===== src/rtl/sdrc_arb_pkg.sv =====
// Shared types and helpers for the SDRAM-controller Wishbone arbiter.
// Index width covers the largest supported master count.
package sdrc_arb_pkg;

    localparam int ARB_MAX_NM = 8;
    localparam int ARB_IDX_W  = 3;

    typedef enum logic [1:0] {
        ARB_IDLE,
        ARB_GRANT,
        ARB_ERR
    } arb_state_t;

    function automatic logic [ARB_IDX_W-1:0] onehot2idx(input logic [ARB_MAX_NM-1:0] oh);
        logic [ARB_IDX_W-1:0] idx;
        idx = '0;
        for (int i = 0; i < ARB_MAX_NM; i++) begin
            if (oh[i]) begin
                idx = idx | ARB_IDX_W'(i);
            end
        end
        return idx;
    endfunction

endpackage


===== src/rtl/sdrc_rr_picker.sv =====
// Round-robin picker: first requester strictly after the last winner, wrapping.
// Purely combinational, no backpressure of its own.
module sdrc_rr_picker
    import sdrc_arb_pkg::*;
#(
    parameter int NM = 4
) (
    input  logic [NM-1:0]        i_req,
    input  logic [ARB_IDX_W-1:0] i_last,
    output logic [NM-1:0]        o_gnt,
    output logic                 o_vld
);

    always_comb begin
        o_gnt = '0;
        o_vld = 1'b0;
        // offset 1..NM so the previous winner is considered last
        for (int i = 1; i <= NM; i++) begin
            for (int j = 0; j < NM; j++) begin
                if (!o_vld && i_req[j] && (j == ((int'(i_last) + i) % NM))) begin
                    o_gnt[j] = 1'b1;
                    o_vld    = 1'b1;
                end
            end
        end
    end

endmodule


===== src/rtl/sdrc_wb_arbiter.sv =====
// N-master round-robin Wishbone arbiter in front of sdrc_top; grant held for a whole cyc.
// One cycle from cyc to slave cyc, one dead cycle between owners; stall watchdog raises err.
module sdrc_wb_arbiter
    import sdrc_arb_pkg::*;
#(
    parameter int NM    = 4,
    parameter int DW    = 32,
    parameter int AW    = 26,
    parameter int TMO_W = 10
) (
    input  logic                 sys_clk,
    input  logic                 RESETN,
    input  logic [NM-1:0]        m_cyc_i,
    input  logic [NM-1:0]        m_stb_i,
    input  logic [NM-1:0]        m_we_i,
    input  logic [NM*AW-1:0]     m_adr_i,
    input  logic [NM*DW/8-1:0]   m_sel_i,
    input  logic [NM*DW-1:0]     m_dat_i,
    output logic [DW-1:0]        m_dat_o,
    output logic [NM-1:0]        m_ack_o,
    output logic [NM-1:0]        m_err_o,
    output logic                 s_cyc_o,
    output logic                 s_stb_o,
    output logic                 s_we_o,
    output logic [AW-1:0]        s_adr_o,
    output logic [DW/8-1:0]      s_sel_o,
    output logic [DW-1:0]        s_dat_o,
    input  logic [DW-1:0]        s_dat_i,
    input  logic                 s_ack_i,
    output logic [NM-1:0]        gnt_o
);

    localparam int SW = DW / 8;
    localparam logic [TMO_W-1:0] WDOG_MAX  = '1;
    localparam logic [TMO_W-1:0] WDOG_LAST = WDOG_MAX - TMO_W'(1);

    arb_state_t           r_state;
    arb_state_t           w_state_nxt;
    logic [NM-1:0]        r_gnt;
    logic [ARB_IDX_W-1:0] r_last;
    logic [TMO_W-1:0]     r_wdog;
    logic [NM-1:0]        w_pick;
    logic                 w_pick_vld;
    logic                 w_cyc_g;
    logic                 w_stall_tmo;
    logic [ARB_IDX_W-1:0] w_gnt_idx;

    sdrc_rr_picker #(.NM(NM)) u_picker (
        .i_req  (m_cyc_i),
        .i_last (r_last),
        .o_gnt  (w_pick),
        .o_vld  (w_pick_vld)
    );

    assign w_cyc_g     = |(r_gnt & m_cyc_i);
    assign w_gnt_idx   = onehot2idx(ARB_MAX_NM'(r_gnt));
    // the stall that would push the counter to its max is the timeout; an ack in that cycle wins
    assign w_stall_tmo = s_stb_o & ~s_ack_i & (r_wdog == WDOG_LAST);
    assign gnt_o       = r_gnt;
    assign m_dat_o     = s_dat_i;

    always_ff @(posedge sys_clk) begin
        if (!RESETN) begin
            r_state <= ARB_IDLE;
        end else begin
            r_state <= w_state_nxt;
        end
    end

    always_comb begin
        w_state_nxt = r_state;
        case (r_state)
            ARB_IDLE:  if (w_pick_vld) w_state_nxt = ARB_GRANT;
            ARB_GRANT: begin
                if (!w_cyc_g) begin
                    w_state_nxt = ARB_IDLE;
                end else if (w_stall_tmo) begin
                    w_state_nxt = ARB_ERR;
                end
            end
            ARB_ERR:   w_state_nxt = ARB_IDLE;
            default:   w_state_nxt = ARB_IDLE;
        endcase
    end

    always_comb begin
        s_cyc_o = 1'b0;
        s_stb_o = 1'b0;
        s_we_o  = 1'b0;
        s_adr_o = '0;
        s_sel_o = '0;
        s_dat_o = '0;
        m_ack_o = '0;
        m_err_o = '0;
        if (r_state == ARB_GRANT) begin
            for (int k = 0; k < NM; k++) begin
                if (r_gnt[k]) begin
                    s_cyc_o = m_cyc_i[k];
                    s_stb_o = m_stb_i[k];
                    s_we_o  = m_we_i[k];
                    s_adr_o = m_adr_i[k*AW +: AW];
                    s_sel_o = m_sel_i[k*SW +: SW];
                    s_dat_o = m_dat_i[k*DW +: DW];
                end
            end
            m_ack_o = r_gnt & m_stb_i & {NM{s_ack_i}};
        end else if (r_state == ARB_ERR) begin
            m_err_o = r_gnt;
        end
    end

    always_ff @(posedge sys_clk) begin
        if (!RESETN) begin
            r_gnt  <= '0;
            r_last <= ARB_IDX_W'(NM - 1);
        end else begin
            case (r_state)
                ARB_IDLE:  r_gnt <= w_pick;
                ARB_GRANT: begin
                    if (!w_cyc_g) begin
                        r_gnt  <= '0;
                        r_last <= w_gnt_idx;
                    end
                end
                ARB_ERR: begin
                    r_gnt  <= '0;
                    r_last <= w_gnt_idx;
                end
                default:   r_gnt <= '0;
            endcase
        end
    end

    always_ff @(posedge sys_clk) begin
        if (!RESETN) begin
            r_wdog <= '0;
        end else if (s_ack_i || !s_stb_o) begin
            r_wdog <= '0;
        end else if (r_wdog != WDOG_MAX) begin
            r_wdog <= r_wdog + 1'b1;
        end
    end

endmodule


===== config.mk =====
export PLATFORM = sky130hd
export DESIGN_NAME = sdrc_wb_arbiter
export DESIGN_NICKNAME = d
export VERILOG_FILES = /design/src/rtl/sdrc_arb_pkg.sv /design/src/rtl/sdrc_rr_picker.sv /design/src/rtl/sdrc_wb_arbiter.sv
export SDC_FILE = /design/constraint.sdc
export NUM_CORES = 1
export LEC_CHECK = 0
export BUFFER_PORTS_ARGS = -buffer_cell sky130_fd_sc_hd__buf_2
export CORE_AREA = 10 10 150 152
export DETAILED_ROUTE_END_ITERATION = 6
export DIE_AREA = 0 0 160 162
export GPL_TIMING_DRIVEN = 1
export PLACE_DENSITY = 0.53
export SLEW_MARGIN = 30
export SYNTH_ARGS = -nofsm -noshare
export SYNTH_HDL_FRONTEND = slang
export SYNTH_SLANG_ARGS = --single-unit
export TNS_END_PERCENT = 30

===== constraint.sdc =====
create_clock -name sys_clk -period 5.1 [get_ports sys_clk]
set_clock_uncertainty 0.1 [all_clocks]
set_input_delay 0.765 -clock sys_clk [delete_from_list [all_inputs] [get_ports sys_clk]]
set_output_delay 0.765 -clock sys_clk [all_outputs]
set_load 0.005 [all_outputs]

== Word-level counts from Yosys, hierarchy flattened ==
Index checks and enable logic that the tools add are counted.
Word-level totals
  bits of input ports: 295
  register bits after elaboration: 18
  logic and storage cells: 176
  output and inout port bits: 109
Operators by class
  eq/ne operators: 19
  reductions and logical operators: 62
  muxes and demuxes: 75
  $add $sub $neg: 5
  bitwise operators: 11
Operators by type and width (number)
  $mux 32: 5
  $mux 26: 5
  $logic_not 32->1: 4
  $mux 1: 47
  $mux 4: 9
  $logic_and 1x1->1: 31
  $eq 3x3->1 const A: 8
  $logic_not 1->1: 16
  $and 4x4->4: 3
  $eq 2x3->1 const A: 4
  $mux 2: 6
  $add 10x1->10 const B: 1
  $eq 10x10->1 const B: 1
  $ne 10x10->1 const B: 1
  $reduce_or 2->1: 5
  $pmux 2 s2: 2
  $pmux 4 s2: 1
  $add 2x1->2 const B: 2
  $add 2x2->2 const B: 2
  $and 1x1->1 const A: 4
  $reduce_and 2->1: 2
  $reduce_or 4->1: 1
  $ne 3x3->1 const B: 1
  $and 1x1->1: 2
  8 further kinds: 9

== Longest topological paths before layout ==
  depth in word-level cells: 68
  gate-level depth with buffers: 7
  gate-level depth less buffers: 5

== Hierarchy ==
Synthesis repeated with hierarchy kept, for this count alone.
Second synthesis, totals
  cell total of the unflattened synthesis: 410
  area total of the unflattened synthesis: 2807.7 µm²
By module, submodules not included
  sdrc_wb_arbiter: cells each 391, times used 1, area each 2701.3 µm², seq. area each 360.3 µm²
  sdrc_rr_picker: cells each 19, times used 1, area each 106.4 µm², seq. area each 0.0 µm²

== Worst setup path after synthesis ==
No wires, ideal clock.
  path type: register to output
  from: reg r_gnt[1], in the netlist gnt_o[1]
  to: out s_adr_o[0]
  data required time: 4.235 ns
  cell stages (with the launch flop): 6
  data arrival time: 1.424 ns
  path buffers: 3
  path slack: 2.811 ns
  path through: dfxtp_1 clkbuf_1 clkbuf_1 clkbuf_1 a221oi_1 nor3_1
On the way
  longest elaborated chain between the ends: 4
Ends and longest elaborated chain
  from (decl): RTL line sdrc_wb_arbiter.sv:39  | logic [NM-1:0] r_gnt;
  from (signal assigned): RTL line sdrc_wb_arbiter.sv:118  | ARB_IDLE: r_gnt <= w_pick;
  $mux 26 (3 in a row): RTL line sdrc_wb_arbiter.sv:97  | if (r_gnt[k]) begin
  $mux 26: RTL line sdrc_wb_arbiter.sv:95  | if (r_state == ARB_GRANT) begin
  to (decl): RTL line sdrc_wb_arbiter.sv:25  | output logic [AW-1:0] s_adr_o,
No other way between the ends.

== Worst setup path after layout ==
  from: reg r_gnt[3], in the netlist gnt_o[3]
  to: out s_dat_o[6]
On the way
  longest elaborated chain between the ends: 2
Ends and longest elaborated chain
  $mux 32: RTL line sdrc_wb_arbiter.sv:97
  $mux 32: RTL line sdrc_wb_arbiter.sv:95
  to (decl): RTL line sdrc_wb_arbiter.sv:27  | output logic [DW-1:0] s_dat_o,
No other way between the ends.

==> out/results.md <==
| Quantity | Reported |
|---|---|
| Fraction of the yosys area taken by sequential cells | 0.130 |
| Endpoint required time on the critical path | 4.24 ns |
| Ratio of total power to cell area | 158 nW/um2 |
| Root Buffer | clkbuf_16 |
| Largest family of logic cells by synthesized area | compound AO/OA/AOI/OAI gates |
| Post-synthesis share of cell area spent on full adders, half adders and majority gates | 0.00905 |
| Number of enable-type register cells in the synthesized netlist | 0 |
| Post-synthesis instance area | 2760 um2 |
| Setup tns final | 0 ns |
| Post-synthesis area per instance | 6.93 um2 |
| Min-delay worst type | register to register |
| DRC marker count from the first detailed-route iteration | 483 |
| Die extent in x | 160 um |
| Share of layout cells above drive strength 1 | 0.543 |
| Maximum number of pins on one net before global-route repair | 72 |
| Placement row count | 51 |
| Leakage dissipation | 2.13 nW |
| Final weighted congestion in routability-driven placement | 0.881 |
| DRC viols | 0 |
| TritonRoute pass-1 iters | 5 |
| Highest fanout seen on the critical path | 40 |
| Number of I/O port buffers | 339 |
| Synth Flop Type | dfxtp_1 |
| Post-synth ARST share | 0 |
| Via count normalized by instance count | 4.93 |
| Number of clock sinks | 18 |
| Element type at the critical path end | output pin |
| Kind of cell adding the most delay to the critical path | buffers and inverters |
| Setup slack of the worst register-to-register path | 2.52 ns |
| Number of endpoints failing setup at the final stage | 0 |
| Transition at the pin with the smallest max-transition slack | 0.865 ns |
| Initial core utilization | 0.142 |
| DRT antenna net count | 0 |
| Portion of the clock cycle consumed by the worst path in the final layout | 0.654 |
| Routed wire per std cell | 23.4 um |
| Worst Min Path Start | r_wdog[5] |
| Buffering stage count on the worst path with inverters included | 3 |
| Tightest slew margin relative to the limit | 0.423 |
| Number of max-capacitance violations reported | 0 |
| Number of cells produced by synthesis | 399 |
| Clk Latency, worst-skew pair | 0.25 ns |
| CP cell instances | inv_2 > buf_4 > o22ai_1 > nor3_1 > buf_2 |
| Synthesized Nets | 696 |
| Critical path startpoint | gnt_o[3] |
| Area growth, synth to finish | 63.5% |
| Clock-pin slew reported for the worst setup and hold paths after clock tree synthesis | 0.06 ns |
| Largest stage delay, worst path | 0.63 ns |
| Count of pins over their slew limit | 0 |
| Most common library cell in the layout ignoring fill and taps | buf_2 |
| Wire length after detailed routing | 21900 um |
| Number of library cell types mapped by synthesis | 45 |
| Startpoint class of the critical path | register |
| Fmax achieved | 300 MHz |
| Overflow after GRT | 0 |
| Final hold vios | 0 |
| Crit Path Class | register to output pin |
| Cts bufs inserted | 3 |
| Placement Setup Slack | 2.00 ns |
| Buffer depth of the longest clock path | 2 |
| XOR/XNOR Fraction of Synth Area | 0.0158 |
| Simple-gate share of the synthesized area | 0.239 |
| Global router's overall resource usage | 0.151 |
| Final worst path period need | 3.33 ns |
| Fraction of the mapped netlist area in compound gates | 0.430 |
| PostCTS Resize Cnt | 0 |
| Post-DP HPWL | 18200 um |
| Number of storage elements in the synthesis netlist | 18 |
| Post-CTS Repair Setup Buffers | 0 |
| Synth warnings | 0 |
| Crit path arrival time | 2.47 ns |
| Worst R2R Start | gnt_o[3] |
| Library cell contributing the largest single delay on the critical path | inv_2 |
| Ports placed on the boundary | 404 |
| Full die area | 25900 um2 |
| Worst-case setup margin in the final layout | 1.77 ns |
| Die H | 162 um |
| Number of antenna violations at the first check in global routing | 3 |
| Clock tree from TritonCTS | yes |
| Synth area leader | a221oi_1 |
| Area of the placeable core | 19400 um2 |
| CTS hold repair buffers | 0 |
| Fraction of post-synthesis cell area in the top cell type by area | 0.200 |
| Peak VDD IR | 108 uV |
| RSZ-0062 raised after global routing | no |
| Vias in the first global route | 4653 |
| # diodes | 0 |
| Proportion of synthesized area in mux cells | 0.00724 |
| Via count | 4602 |
| Largest cells by area after synthesis | a221oi_1, o22ai_1, dfxtp_1 |
| Wire length of the first global-routing pass | 31000 um |
| H-tree Lvls | 1 |
| Number of nets in the final layout | 967 |
| Top library cells by usage in the layout, fill and taps aside | buf_2, nor3_1, o22ai_1 |
| Run status | finished clean |
## through the flow
stage               total power (W)  instances  hold WS [ns]   util  area, um2
floorplan                  0.000353        399         0.393      -       2760
global placement           0.000545        930         0.426  0.228       4430
detailed placement         0.000543        930         0.437  0.228       4430
CTS                        0.000720        934         0.453  0.233       4520
global route               0.000767        934         0.479  0.233       4520
finish                     0.000715        934         0.452  0.233       4520
## layout make-up
class | count | area (um2)
multi-input cells | 293 | 1950
well taps | 265 | 332
fillers | 2269 | 14900
inverters | 6 | 22.5
flip-flops and latches | 18 | 362
clock buffers | 4 | 88.8
repair buffers | 348 | 1760
## per-layer routing
metal / part of all wire / routed length [um] / vias to the layer above / global-route usage
met5: 0.0013 / 28 / - / 0
li1: - / - / 2131 / -
met3: 0.13 / 2860 / 26 / 0.0688
met1: 0.37 / 8150 / 2124 / 0.174
met2: 0.48 / 10500 / 315 / 0.255
met4: 0.015 / 332 / 6 / 0.0267
## sequential cells by signal, summed over array words and instances, names as in the netlist
signal,flops
r_last,2
gnt_o,4
r_wdog,10
r_state,2
## path summary, 6_finish.rpt
path,to,cells after the start
worst min-delay path,r_wdog[5],2
worst min register to register,r_wdog[5],2
worst max register to register,r_wdog[8],4
worst max-delay path,s_dat_o[6],5
## cells by family (layout without fill, tap and decap cells)
kind of cell / after synthesis / in the layout
compound gates: 158 / 158
simple gates: 126 / 126
flops: 18 / 18
fa+ha+maj: 2 / 2
xor+xnor: 5 / 5
buf+inv: 88 / 358
mux: 2 / 2
## cells in the mapped netlist (2+ instances only)
cell type / count
inv_1: 6
a32o_1: 2
mux2i_1: 2
o21ai_0: 3
buf_4: 34
ha_1: 2
o22ai_1: 65
and4_1: 2
nor2b_1: 5
a31oi_1: 4
xnor2_1: 5
buf_1: 2
o2111ai_1: 2
a211oi_2: 2
nand2b_1: 3
nand3_1: 8
nand4b_1: 2
nor2_1: 15
and3_1: 2
nor3_1: 66
nand2_1: 10
a22oi_1: 2
dfxtp_1: 18
a221oi_1: 63
and2_1: 5
a21oi_1: 6
clkbuf_1: 45
## power breakdown
part / internal (W) / switching, W / total [W]
logic: 0.000176 / 0.000209 / 0.000385
clock network: 0.000119 / 0.0000561 / 0.000176
registers: 0.000146 / 0.00000831 / 0.000154
## worst min-delay path: cells and delay by family, from the launching register on
kind / cells / cell delay [ns]
flops: 1 / 0.36
xor+xnor: 1 / 0.09
simple gates: 1 / 0.07
(Power assumes the default switching activity.)
